[config.mk]
export PLATFORM = sky130hd
export DESIGN_NAME = load_store_unit
export DESIGN_NICKNAME = d
export VERILOG_FILES = /design/src/rtl/lsu_pkg.sv /design/src/rtl/lsu_byte_lane.sv /design/src/rtl/load_store_unit.sv
export SDC_FILE = /design/constraint.sdc
export NUM_CORES = 1
export LEC_CHECK = 0
export ABC_AREA = 1
export ABC_CLOCK_PERIOD_IN_PS = 4160
export CAP_MARGIN = 25
export CORE_MARGIN = 1.5
export CORE_UTILIZATION = 50
export CTS_CLUSTER_DIAMETER = 30
export CTS_CLUSTER_SIZE = 20
export DETAILED_ROUTE_END_ITERATION = 8
export GPL_ROUTABILITY_DRIVEN = 0
export PLACE_DENSITY = 0.86
export SYNTH_ARGS = -nofsm -noshare
export SYNTH_HDL_FRONTEND = slang
export SYNTH_SLANG_ARGS = --single-unit
[constraint.sdc]
create_clock -name lsu_clk -period 4.16 [get_ports lsu_clk]
set_clock_uncertainty 0.05 [all_clocks]
set_input_delay 0.416 -clock lsu_clk [delete_from_list [all_inputs] [get_ports lsu_clk]]
set_output_delay 0.416 -clock lsu_clk [all_outputs]
set_load 0.02 [all_outputs]
[src/rtl/lsu_pkg.sv]
// Shared encodings and helpers for the load/store unit.
package lsu_pkg;
  localparam logic [1:0] LSU_SZ_B = 2'b00;
  localparam logic [1:0] LSU_SZ_H = 2'b01;
  localparam logic [1:0] LSU_SZ_W = 2'b10;

  typedef enum logic [2:0] {IDLE, RD, CAP, WR, RESP} lsu_state_e;

  // Illegal size is folded into misalignment so both take the error path.
  function automatic logic lsu_misaligned(input logic [1:0] size, input logic [1:0] off);
    case (size)
      LSU_SZ_B: return 1'b0;
      LSU_SZ_H: return off[0];
      LSU_SZ_W: return off != 2'b00;
      default:  return 1'b1;
    endcase
  endfunction
endpackage

[src/rtl/lsu_byte_lane.sv]
// Little-endian lane extraction/extension for loads and lane merge for sub-word stores.
module lsu_byte_lane
  import lsu_pkg::*;
(
  input  logic [31:0] word_i,
  input  logic [15:0] wdata_i,
  input  logic [1:0]  off_i,
  input  logic [1:0]  size_i,
  input  logic        uns_i,
  output logic [31:0] ld_o,
  output logic [31:0] merged_o
);
  logic [7:0]  b;
  logic [15:0] h;

  always_comb begin
    b        = word_i[{off_i, 3'b000} +: 8];
    h        = off_i[1] ? word_i[31:16] : word_i[15:0];
    ld_o     = word_i;
    merged_o = word_i;
    case (size_i)
      LSU_SZ_B: begin
        ld_o = {{24{b[7] & ~uns_i}}, b};
        merged_o[{off_i, 3'b000} +: 8] = wdata_i[7:0];
      end
      LSU_SZ_H: begin
        ld_o = {{16{h[15] & ~uns_i}}, h};
        if (off_i[1]) merged_o[31:16] = wdata_i;
        else          merged_o[15:0]  = wdata_i;
      end
      default: ;
    endcase
  end
endmodule

[src/rtl/load_store_unit.sv]
// Single-outstanding load/store requester for a word-addressed synchronous data memory.
module load_store_unit
  import lsu_pkg::*;
#(
  parameter int AWIDTH = 32,
  parameter int DWIDTH = 32
) (
  input  logic              lsu_clk,
  input  logic              lsu_rst,
  input  logic              lsu_req_valid,
  output logic              lsu_req_ready,
  input  logic              lsu_req_we,
  input  logic [1:0]        lsu_req_size,
  input  logic              lsu_req_unsigned,
  input  logic [AWIDTH-1:0] lsu_req_addr,
  input  logic [DWIDTH-1:0] lsu_req_wdata,
  output logic              lsu_rsp_valid,
  output logic [DWIDTH-1:0] lsu_rsp_rdata,
  output logic              lsu_rsp_err,
  output logic              dm_re,
  output logic              dm_we,
  output logic [AWIDTH-1:0] dm_addr,
  output logic [DWIDTH-1:0] dm_data_in,
  input  logic [DWIDTH-1:0] dm_data_out
);
  lsu_state_e        state_q, state_d;
  logic              we_q, uns_q, err_q;
  logic [1:0]        size_q;
  logic [AWIDTH-1:0] addr_q;
  logic [DWIDTH-1:0] data_q, rdata_q;
  logic [31:0]       lane_ld, lane_merged;
  logic              accept;

  assign accept = (state_q == IDLE) && lsu_req_valid;

  // data_q holds store data until CAP, then the merged word for WR.
  lsu_byte_lane u_lane (
    .word_i   (dm_data_out),
    .wdata_i  (data_q[15:0]),
    .off_i    (addr_q[1:0]),
    .size_i   (size_q),
    .uns_i    (uns_q),
    .ld_o     (lane_ld),
    .merged_o (lane_merged)
  );

  always_comb begin
    state_d = state_q;
    case (state_q)
      IDLE: if (lsu_req_valid) begin
        if (lsu_misaligned(lsu_req_size, lsu_req_addr[1:0]))  state_d = RESP;
        else if (lsu_req_we && lsu_req_size == LSU_SZ_W)      state_d = WR;
        else                                                  state_d = RD;
      end
      RD:      state_d = CAP;
      CAP:     state_d = we_q ? WR : RESP;
      WR:      state_d = RESP;
      RESP:    state_d = IDLE;
      default: state_d = IDLE;
    endcase
  end

  always_ff @(posedge lsu_clk) begin
    if (!lsu_rst) begin
      state_q <= IDLE;
      we_q    <= 1'b0;
      uns_q   <= 1'b0;
      err_q   <= 1'b0;
      size_q  <= 2'b00;
      addr_q  <= '0;
      data_q  <= '0;
      rdata_q <= '0;
    end else begin
      state_q <= state_d;
      if (accept) begin
        we_q    <= lsu_req_we;
        uns_q   <= lsu_req_unsigned;
        size_q  <= lsu_req_size;
        addr_q  <= lsu_req_addr;
        data_q  <= lsu_req_wdata;
        err_q   <= lsu_misaligned(lsu_req_size, lsu_req_addr[1:0]);
        rdata_q <= '0;
      end
      if (state_q == CAP) begin
        if (we_q) data_q  <= lane_merged;
        else      rdata_q <= lane_ld;
      end
    end
  end

  // Strobes are gated by reset so a reset landing on WR never writes.
  assign lsu_req_ready = (state_q == IDLE) || !lsu_rst;
  assign lsu_rsp_valid = lsu_rst && (state_q == RESP);
  assign lsu_rsp_err   = lsu_rsp_valid && err_q;
  assign lsu_rsp_rdata = rdata_q;
  assign dm_re         = lsu_rst && (state_q == RD);
  assign dm_we         = lsu_rst && (state_q == WR);
  assign dm_addr       = {2'b00, addr_q[AWIDTH-1:2]};
  assign dm_data_in    = data_q;
endmodule

**Word-level counts from Yosys, hierarchy flattened**

Cells that the tools add are included.

- Bits in registers: 104
- Bits of input ports: 103
- Output and inout bits: 101
- Word-level logic and storage cells: 57

- $add $sub $neg: 1
- Equality and inequality tests: 9
- Shift-type cells: 3
- Multiplexer cells: 20
- Bitwise operators: 3
- Reduce and logical (&&, ||, !) cells: 12

Operators with widths:

| cell | count |
|---|---|
| $mux 32 | 6 |
| $pmux 32 s2 | 2 |
| $mux 16 | 3 |
| $bwmux 32 | 1 |
| $shift 8x7->32 const A | 1 |
| $shiftx 32x6->8 | 1 |
| $shiftx 8x7->32 | 1 |
| $pmux 3 s4 | 1 |
| $mux 3 | 3 |
| $neg 5->7 | 1 |
| $eq 3x2->1 const B | 2 |
| $logic_and 1x1->1 | 6 |
| $eq 2x1->1 const B | 2 |
| $logic_not 2->1 | 2 |
| $ne 4x4->1 const B | 1 |
| $eq 3x1->1 const B | 1 |
| $eq 3x3->1 const B | 1 |
| $logic_not 3->1 | 1 |
| $pmux 1 s3 | 1 |
| $and 1x1->1 | 2 |
| $eq 2x2->1 const B | 1 |
| $mux 1 | 2 |
| $mux 2 | 1 |
| $ne 2x2->1 const B | 1 |
| 4 further kinds | 4 |

**Logic depth before layout (Yosys ltp)**

Gate-level depths: netlist (run 1).

- Depth after elaboration: 7
- Gate-level depth with buffers: 13

**Hierarchy**

A second synthesis (run 1) with hierarchy kept.

- Cell total of the unflattened synthesis: 1,113
- Area total of the unflattened synthesis: 6,612.6 µm²

Modules (own cells, without submodules):

| module | instances | cells each | area an instance (µm²) |
|---|---|---|---|
| load_store_unit | 1 | 688 | 4,705.8 |
| lsu_byte_lane | 1 | 425 | 1,906.8 |

**Least setup slack after synthesis (run 1)**

No wires, ideal clock.

- Path kind: input to output
- Start: input lsu_rst
- End: output lsu_rsp_err
- Data arrival time: 1.515 ns
- Required time: 3.694 ns
- Slack: 2.179 ns
- Stages: 3
- Buffers on the path: 1
- Cells stage by stage: clkinv_1 clkbuf_1 nor4_1

- Longest elaborated chain between the ends: 2

Ends and longest elaborated chain:

| item | line | RTL |
|---|---|---|
| from (decl) | load_store_unit.sv:9 | `input logic lsu_rst,` |
| $logic_and 1x1->1 | load_store_unit.sv:93 | `assign lsu_rsp_valid = lsu_rst && (state_q == RESP);` |
| $logic_and 1x1->1 | load_store_unit.sv:94 | `assign lsu_rsp_err = lsu_rsp_valid && err_q;` |
| to (decl) | load_store_unit.sv:19 | `output logic lsu_rsp_err,` |

No other way between the ends.

**Worst setup path after layout (run 1)**

- Start: input lsu_req_valid
- End: register data_q[7], in the netlist dm_data_in[7]

- Longest elaborated chain between the ends: 4

Ends and longest elaborated chain:

| item | line | RTL |
|---|---|---|
| from (decl) | load_store_unit.sv:10 | `input logic lsu_req_valid,` |
| $logic_and 1x1->1 * | load_store_unit.sv:34 | `assign accept = (state_q == IDLE) && lsu_req_valid;` |
| $mux 32 * | load_store_unit.sv:75 | `if (accept) begin` |
| $mux 32 | load_store_unit.sv:85 | `if (we_q) data_q <= lane_merged;` |
| $mux 32 * | load_store_unit.sv:84 | `if (state_q == CAP) begin` |
| to (signal assigned) | load_store_unit.sv:80 | `data_q <= lsu_req_wdata;` |
| to (signal assigned) | load_store_unit.sv:85 |  |
| to (decl) | load_store_unit.sv:30 | `logic [DWIDTH-1:0] data_q, rdata_q;` |

Every way passes the cells marked *; elsewhere a longest branch is shown, timed or not.
A chain may end at the register's enable or synchronous reset.

==> run summary, run 1 <==
YS warnings - 0
Slowest-stage cell, CP - inv_2
Sequential Power Share - 41.6%
Slew @ Worst Pin - 1008 ps
Status - completed
Routed WL - 19.05 mm
Area Overhead vs Synth - 32.88%
Vias in the first global route - 6,023
Die Area - 0.01294 mm²
Critical Path AT - 2930 ps
Hold buffer count at cts - 0
Core area - 0.01201 mm²
Fillcell total - 1,075
Reg2reg setup slack - 1510 ps
TritonRoute pass-1 iters - 8
Combinational power share - 28.1%
CTS H-tree depth - 3
Sw Pwr - 906.4 µW
Die height - 113.8 µm
Reg clk slew, reported paths - 80 ps
Die width - 113.8 µm
Num ports - 204
# DRC - 0
Resized cells post-CTS - 0
RSZ-0062 raised after global routing - false
Final period utilization - 66.31%
Final instance area - 0.008150 mm²
Routed len/inst - 15.24 µm
Final ANT Viol Nets - 0
CTS root buf - clkbuf_16
Row cnt - 40
Fin. Hold Viols - 0
Power share of the clock group - 30.3%
Kind of critical path - in -> reg
Clk_lat worst skew - 360 ps
Port buffer count - 201
Flops & latches, synth - 104
Post-DP Area - 0.007869 mm²
Max frequency - 0.3625 GHz
Initial detailed-routing violation count - 797
Total Routing Usage GR - 29.54%
Min Clock Period, post-route - 2759 ps
Critical Path Max Stage Delay - 960 ps
Worst Hold Class - reg -> reg
Cell count after synthesis - 965
Antenna diode count - 0
Clock sink total - 104
CP Capture Type - register
Initial core utilization - 51.06%
CTS tree - yes
Clk buf depth - 2
Post-CTS setup buffers - 0
Dpl hpwl - 13.64 mm
CP max FO - 62
Slew HR - 32.71%
Final TNS setup - 0 ps
Post-synthesis sequential area ratio - 33.95%
Crit-path cells - clkdlybuf4s50_1 -> nand3_4 -> inv_2 -> nand2_1 -> nand3_1 -> nand2_1 -> nor2_1 -> nor2_1
Antenna violations before repair - 0
Layout cells sized above 1 - 5.349%
Pleak - 0.003505 µW
Max cap viols - 0
Synth Cell Area - 0.006133 mm²
Mean Syn Cell Area - 6.356 µm²
Largest net degree at the start of global routing - 64
Crit path launch type - input pin
GRT overflow - 0
Crit path required time - 4330 ps
Via count - 6,732
Final setup fails - 0
Max rail drop VDD - 0.2317 mV
Net Sw Frac - 33.79%
First-pass GRT wire length - 30.35 mm
Slew Limit Fails - 0
Pwr dens - 329.2 mW/mm²
Final #Nets - 1,206
Avg Vias per Cell - 5.386
P_int - 1776 µW
Count of cell types in the netlist - 38
CTS Buf Count - 9
[worst max-delay path, delay by kind of cell]
| family | cells | cell delay (ps) |
|---|---|---|
| buf+inv | 2 | 1550 |
| simple gates | 6 | 920 |
[power by group through the flow]
stage	logic [µW]	clock network [µW]	registers (µW)
after floorplan	445	0	1160
after global placement	736	0	1130
after detailed placement	744	0	1140
after CTS	749	827	1110
after global routing	826	870	1120
final	755	813	1110
[registers in the layout (all words and copies together), names as in the netlist]
name           cells
addr_q            32
dm_data_in        32
err_q              1
lsu_rsp_rdata     32
size_q             2
state_q            3
uns_q              1
we_q               1
[Yosys cell counts (all sizes together)]
cell	count	area share, %
o21ai	56	4.8
buf	66	7.1
and3b	1	0.14
a211oi	2	0.24
nand2	337	21
or2	1	0.10
nand3	74	6.3
nor2	57	4.3
a22oi	1	0.12
ha	5	1.0
inv	86	5.3
conb	1	0.061
nor4	2	0.20
dfxtp	104	34
nor3	6	0.57
a31oi	2	0.20
o211ai	11	1.3
a21oi	127	11
clkbuf	19	1.2
nand4	6	0.86
clkinv	1	0.061
[layer usage]
metal  vias up  wire length (µm)  global-route usage, %
li1       3331                 -                      -
met1      3005              7853                  37.93
met2       339              8745                  46.91
met3        57              1813                  7.067
met4         0               642                  14.00
met5         -                 0                      0
[final timing paths]
path	start	endpoint	cells after the start
max reg2reg	state_q[0]	dm_data_in[7]	8
min reg2reg	addr_q[18]	addr_q[18]	2
min	addr_q[18]	addr_q[18]	2
max	lsu_req_valid	dm_data_in[7]	8
[kinds of logic after synthesis]
kind of cell	after synthesis	synth area share, %
AND/OR/NAND/NOR	484	33.66
AO/OA/AOI/OAI	199	17.65
other	1	0.06114
adder cells (fa/ha/maj)	5	1.020
buffers and inverters	172	13.67
flip-flops	104	33.95
[layout make-up]
| type | instances | area, µm² | area share (%) |
|---|---|---|---|
| clock buffer | 9 | 225.2 | 2.763 |
| tap | 147 | 183.9 | 2.257 |
| inverter | 87 | 329.1 | 4.037 |
| timing repair buffer | 206 | 2049 | 25.15 |
| multi-input combinational | 690 | 3224 | 39.56 |
| clock inverter | 7 | 56.30 | 0.6908 |
| sequential | 104 | 2082 | 25.55 |
[metrics by stage]
stage | power [µW] | worst slack, ps | utilization (%) | std cells | hold slack, ps
floorplan | 1605 | 2179 | - | 966 | 394.8
global placement | 1870 | 1089 | 65.51 | 1234 | 400.7
detailed placement | 1881 | 1022 | 65.51 | 1234 | 406.1
CTS | 2690 | 1401 | 67.85 | 1250 | 415.5
global route | 2820 | 1126 | 67.85 | 1250 | 431.0
finish | 2683 | 1401 | 67.85 | 1250 | 416.1
[placed cells by master (no fill, tap or decap), types with 2 or more instances in the layout]
cell / count
a211oi_1: 2
a21oi_1: 117
a21oi_2: 10
a31oi_1: 2
buf_4: 5
clkbuf_16: 9
clkdlybuf4s50_1: 201
clkinv_4: 3
conb_1: 2
dfxtp_1: 104
ha_1: 5
inv_1: 77
inv_2: 9
inv_6: 2
nand2_1: 331
nand2_2: 4
nand3_1: 72
nand3_4: 2
nand4_1: 5
nor2_1: 51
nor2_4: 4
nor3_1: 5
nor4_1: 2
o211ai_1: 11
o21ai_0: 50
o21ai_1: 5
Note: power is estimated with default switching activity, not from simulation.
==> run 2: changes to the inputs <==
--- a/config.mk
+++ b/config.mk
@@ -6,15 +6,15 @@
 export NUM_CORES = 1
 export LEC_CHECK = 0
 export ABC_AREA = 1
-export ABC_CLOCK_PERIOD_IN_PS = 4160
+export ABC_CLOCK_PERIOD_IN_PS = 2400
 export CAP_MARGIN = 25
 export CORE_MARGIN = 1.5
-export CORE_UTILIZATION = 50
+export CORE_UTILIZATION = 42
 export CTS_CLUSTER_DIAMETER = 30
 export CTS_CLUSTER_SIZE = 20
 export DETAILED_ROUTE_END_ITERATION = 8
 export GPL_ROUTABILITY_DRIVEN = 0
-export PLACE_DENSITY = 0.86
+export PLACE_DENSITY = 0.77
 export SYNTH_ARGS = -nofsm -noshare
 export SYNTH_HDL_FRONTEND = slang
 export SYNTH_SLANG_ARGS = --single-unit
==> constraint.sdc (replaced) <==
create_clock -name lsu_clk -period 2.4 [get_ports lsu_clk]
set_clock_uncertainty 0.05 [all_clocks]
set_input_delay 0.24 -clock lsu_clk [delete_from_list [all_inputs] [get_ports lsu_clk]]
set_output_delay 0.24 -clock lsu_clk [all_outputs]
set_load 0.02 [all_outputs]
==> run summary, run 2 (synthesized netlist as in run 1, its figures left out) <==
Status - completed
Crit path required time - 2110 ps
Die Area - 0.01534 mm²
CP max FO - 6
Port buffer count - 201
GRT overflow - 0
Reg clk slew, reported paths - 70 ps
Net Sw Frac - 33.01%
Pleak - 0.003573 µW
Final ANT Viol Nets - 0
Slew Limit Fails - 0
CTS tree - yes
Antenna violations before repair - 0
Final instance area - 0.008330 mm²
Slew HR - 50.90%
CP Capture Type - primary output
Kind of critical path - reg -> out
Final #Nets - 1,219
Hold buffer count at cts - 0
Routed len/inst - 15.32 µm
Post-CTS setup buffers - 0
Max rail drop VDD - 0.3546 mV
Pwr dens - 574.2 mW/mm²
Most frequent cells in the layout - 331 x nand2_1, 201 x clkdlybuf4s50_1, 117 x a21oi_1
Non-Filler Instances - 1,296
Sequential Power Share - 40.1%
Final TNS setup - 0 ps
Max cap viols - 0
Slew @ Worst Pin - 735.5 ps
Final setup fails - 0
P_int - 3204 µW
CTS root buf - clkbuf_16
Clk buf depth - 2
TritonRoute pass-1 iters - 5
Layout cells sized above 1 - 6.362%
Avg Vias per Cell - 5.163
Core area - 0.01404 mm²
Power share of the clock group - 31.3%
Sw Pwr - 1579 µW
Via count - 6,691
Worst Hold Class - in -> reg
Combinational power share - 28.6%
Resized cells post-CTS - 0
Clock sink total - 104
Clk_lat worst skew - 360 ps
Total Routing Usage GR - 25.82%
Max frequency - 0.4677 GHz
Vias in the first global route - 5,882
Area Overhead vs Synth - 35.82%
Num ports - 204
Final setup margin - 261.8 ps
Commonest non-fill, non-tap cell in the layout - nand2_1
Post-DP Area - 0.008033 mm²
Die height - 123.8 µm
Min Clock Period, post-route - 2138 ps
Initial detailed-routing violation count - 734
Critical Path AT - 1850 ps
Worst slack at placement - 317.7 ps
First-pass GRT wire length - 30.50 mm
# DRC - 0
Fillcell total - 1,343
Routed WL - 19.86 mm
Crit path launch type - register
DP Cell Count - 1,280
Final period utilization - 89.09%
CTS Buf Count - 9
Antenna diode count - 0
Row cnt - 43
Fin. Hold Viols - 0
Dpl hpwl - 14.24 mm
Largest net degree at the start of global routing - 76
CTS H-tree depth - 3
Die width - 123.8 µm
Initial core utilization - 43.68%
RSZ-0062 raised after global routing - false
[run 2: cell types whose count changed in the layout (fill, tap and decap cells not counted)]
cell	delta
buf_4	+11
clkinvlp_4	+3
bufinv_16	+1
clkbuf_1	+1
buf_12	+2
inv_6	-1
clkinv_2	-1
clkinv_4	-3
[run 2: final timing paths]
path                    start              to  slack (ps)  cells past startpoint
max                state_q[1]     lsu_rsp_err         260                      4
max reg2reg         addr_q[0]  dm_data_in[31]         410                      7
min          lsu_req_addr[16]      addr_q[16]         380                      3
min reg2reg         addr_q[6]       addr_q[6]         420                      2
[run 2: cell type report]
type / instances / area [µm²] / share of cell area [%]
clock buffers: 10 / 229.0 / 2.749
clock inverters: 6 / 68.82 / 0.8261
well taps: 180 / 225.2 / 2.704
multi-input cells: 690 / 3224 / 38.71
inverters: 87 / 329.1 / 3.950
flip-flops and latches: 104 / 2082 / 24.99
repair buffers: 219 / 2172 / 26.07
[run 2: power by group through the flow]
stage	clock, µW	sequential, µW	combinational [µW]
2_1_floorplan	0	2010	771
3_3_place_gp	0	1950	1340
3_5_place_dp	0	1960	1350
4_1_cts	1530	1920	1360
5_1_grt	1600	1930	1490
6_report	1500	1920	1370
[run 2: worst max-delay path: stages (launching register included)]
cell and delay [ps]:
dfxtp_1 370, nor2_4 190, inv_1 100, nor4_1 180, clkdlybuf4s50_1 650
[run 2: per-layer routing]
metal / vias up / global-route usage, % / share of wire (%)
li1: 3361 / - / -
met1: 2952 / 35.05 / 42
met2: 323 / 39.02 / 44
met3: 55 / 4.945 / 9.4
met4: 0 / 13.00 / 3.9
met5: - / 0 / 0
[run 2: through the flow]
step / hold slack, ps / utilization (%) / power [µW]
floorplan: 333.7 / - / 2782
global placement: 401.2 / 57.20 / 3296
detailed placement: 405.6 / 57.20 / 3309
CTS: 368.7 / 59.32 / 4810
global route: 386.0 / 59.32 / 5028
finish: 376.4 / 59.32 / 4783
==> run 3: changes to the inputs <==
--- a/config.mk
+++ b/config.mk
@@ -8,13 +8,16 @@
 export ABC_AREA = 1
 export ABC_CLOCK_PERIOD_IN_PS = 2400
 export CAP_MARGIN = 25
+export CELL_PAD_IN_SITES_DETAIL_PLACEMENT = 0
+export CELL_PAD_IN_SITES_GLOBAL_PLACEMENT = 1
 export CORE_MARGIN = 1.5
-export CORE_UTILIZATION = 42
+export CORE_UTILIZATION = 28
 export CTS_CLUSTER_DIAMETER = 30
 export CTS_CLUSTER_SIZE = 20
 export DETAILED_ROUTE_END_ITERATION = 8
 export GPL_ROUTABILITY_DRIVEN = 0
-export PLACE_DENSITY = 0.77
+export PLACE_DENSITY = 0.76
+export REMOVE_ABC_BUFFERS = 1
 export SYNTH_ARGS = -nofsm -noshare
 export SYNTH_HDL_FRONTEND = slang
 export SYNTH_SLANG_ARGS = --single-unit
==> run summary, run 3 (synthesized netlist as in run 1, its figures left out) <==
Antenna diode count - 0
Slowest-stage cell, CP - clkdlybuf4s50_1
Slew HR - 44.03%
Pleak - 0.003608 µW
Port buffer count - 201
Clk_lat worst skew - 360 ps
TritonRoute pass-1 iters - 4
Dpl hpwl - 16.54 mm
First-pass GRT wire length - 34.39 mm
Die width - 151.0 µm
Resized cells post-CTS - 0
Clock sink total - 104
Final worst hold slack - 383.6 ps
Critical Path Max Stage Delay - 660 ps
Area Overhead vs Synth - 38.11%
Die height - 151.0 µm
CP Capture Type - primary output
Hold Path End - addr_q[30]
# DRC - 0
Die Area - 0.02280 mm²
CP max FO - 6
Max cap viols - 0
Vias in the first global route - 6,113
R2R Path End - dm_data_in[27]
Core area - 0.02129 mm²
Final period utilization - 90.12%
Crit-path cells - nor2_4 -> inv_1 -> nor4_1 -> clkdlybuf4s50_1
Largest net degree at the start of global routing - 72
Worst slack at placement - 292.9 ps
Final #Nets - 1,225
CTS Buf Count - 9
Kind of critical path - reg -> out
Hold buffer count at cts - 0
Layout cells sized above 1 - 6.869%
Clk buf depth - 2
Reg2Reg Depth - 9
Slew @ Worst Pin - 838.4 ps
CTS H-tree depth - 3
Post-CTS setup buffers - 0
Max frequency - 0.4624 GHz
Pwr dens - 567.5 mW/mm²
Final setup fails - 0
Row cnt - 53
WHS Path Cells - 3
Antenna violations before repair - 1
Final ANT Viol Nets - 0
Routed WL - 22.61 mm
Critical Path AT - 1870 ps
Fin. Hold Viols - 0
Final Total Pwr - 4807 µW
Most frequent cells in the layout - 331 x nand2_1, 201 x clkdlybuf4s50_1, 117 x a21oi_1
Initial detailed-routing violation count - 382
Worst Hold Class - in -> reg
CTS tree - yes
Max rail drop VDD - 0.2774 mV
CTS root buf - clkbuf_16
Crit path required time - 2110 ps
Commonest non-fill, non-tap cell in the layout - nand2_1
Final setup margin - 237.2 ps
GRT overflow - 0
Hold Crit Start - lsu_req_addr[30]
Routed len/inst - 16.20 µm
Num ports - 204
Initial core utilization - 28.81%
Reg2reg setup slack - 560 ps
Worst R2R Start - addr_q[0]
Avg Vias per Cell - 4.689
Reg clk slew, reported paths - 80 ps
Status - completed
RSZ-0062 raised after global routing - false
Crit path launch type - register
Slew Limit Fails - 0
Total Routing Usage GR - 19.79%
Via count - 6,546
Min Clock Period, post-route - 2163 ps
[run 3: cell types whose count changed in the layout (fill, tap and decap cells not counted), sizes merged]
cell / change
buf: +6
inv: -1
clkinvlp: -3
clkinv: +4
clkbuf: -1
[run 3: through the flow]
stage          utilization, %  cells  area [µm²]  TNS (ps)
2_1_floorplan               -    881        5628    -35770
3_3_place_gp            38.45   1381        8184         0
3_5_place_dp            38.45   1381        8184         0
4_1_cts                 39.79   1396        8471         0
5_1_grt                 39.79   1396        8471         0
6_report                39.79   1396        8471         0
[run 3: area by class of cell]
| cell class | instances | area [µm²] |
|---|---|---|
| sequential | 104 | 2082 |
| timing repair buffer | 225 | 2205 |
| fill | 2320 | 12820 |
| inverter | 87 | 329.1 |
| clock buffer | 9 | 225.2 |
| tap | 275 | 344.1 |
| multi-input combinational | 690 | 3224 |
| clock inverter | 6 | 61.31 |
[run 3: metal layers]
metal	vias to the layer above	wire, µm	GRT usage [%]
met5	-	18	0
met2	204	10060	31.78
li1	3358	-	-
met4	2	281	5.049
met1	2962	10680	27.38
met3	20	1563	3.404
[run 3: worst max-delay path by stage]
| stage | cells after the start | to | startpoint |
|---|---|---|---|
| floorplan | 8 | dm_data_in[0] | state_q[0] |
| detailed placement | 4 | lsu_rsp_err | lsu_rst |
| global placement | 4 | lsu_rsp_err | lsu_rst |
| global route | 4 | lsu_rsp_err | state_q[0] |
| CTS | 4 | lsu_rsp_err | state_q[0] |
| finish | 4 | lsu_rsp_err | state_q[0] |
[run 3: report_power, final]
| group | total (µW) | switching, µW | internal [µW] |
|---|---|---|---|
| Sequential | 1920 | 86.9 | 1840 |
| Clock | 1500 | 696 | 801 |
| Combinational | 1390 | 827 | 560 |
[run 3: critical path, delay by kind of cell, from the launching register on]
family,cells,cell delay [ps]
flip-flops,1,360
buffers and inverters,2,760
AND/OR/NAND/NOR,2,400
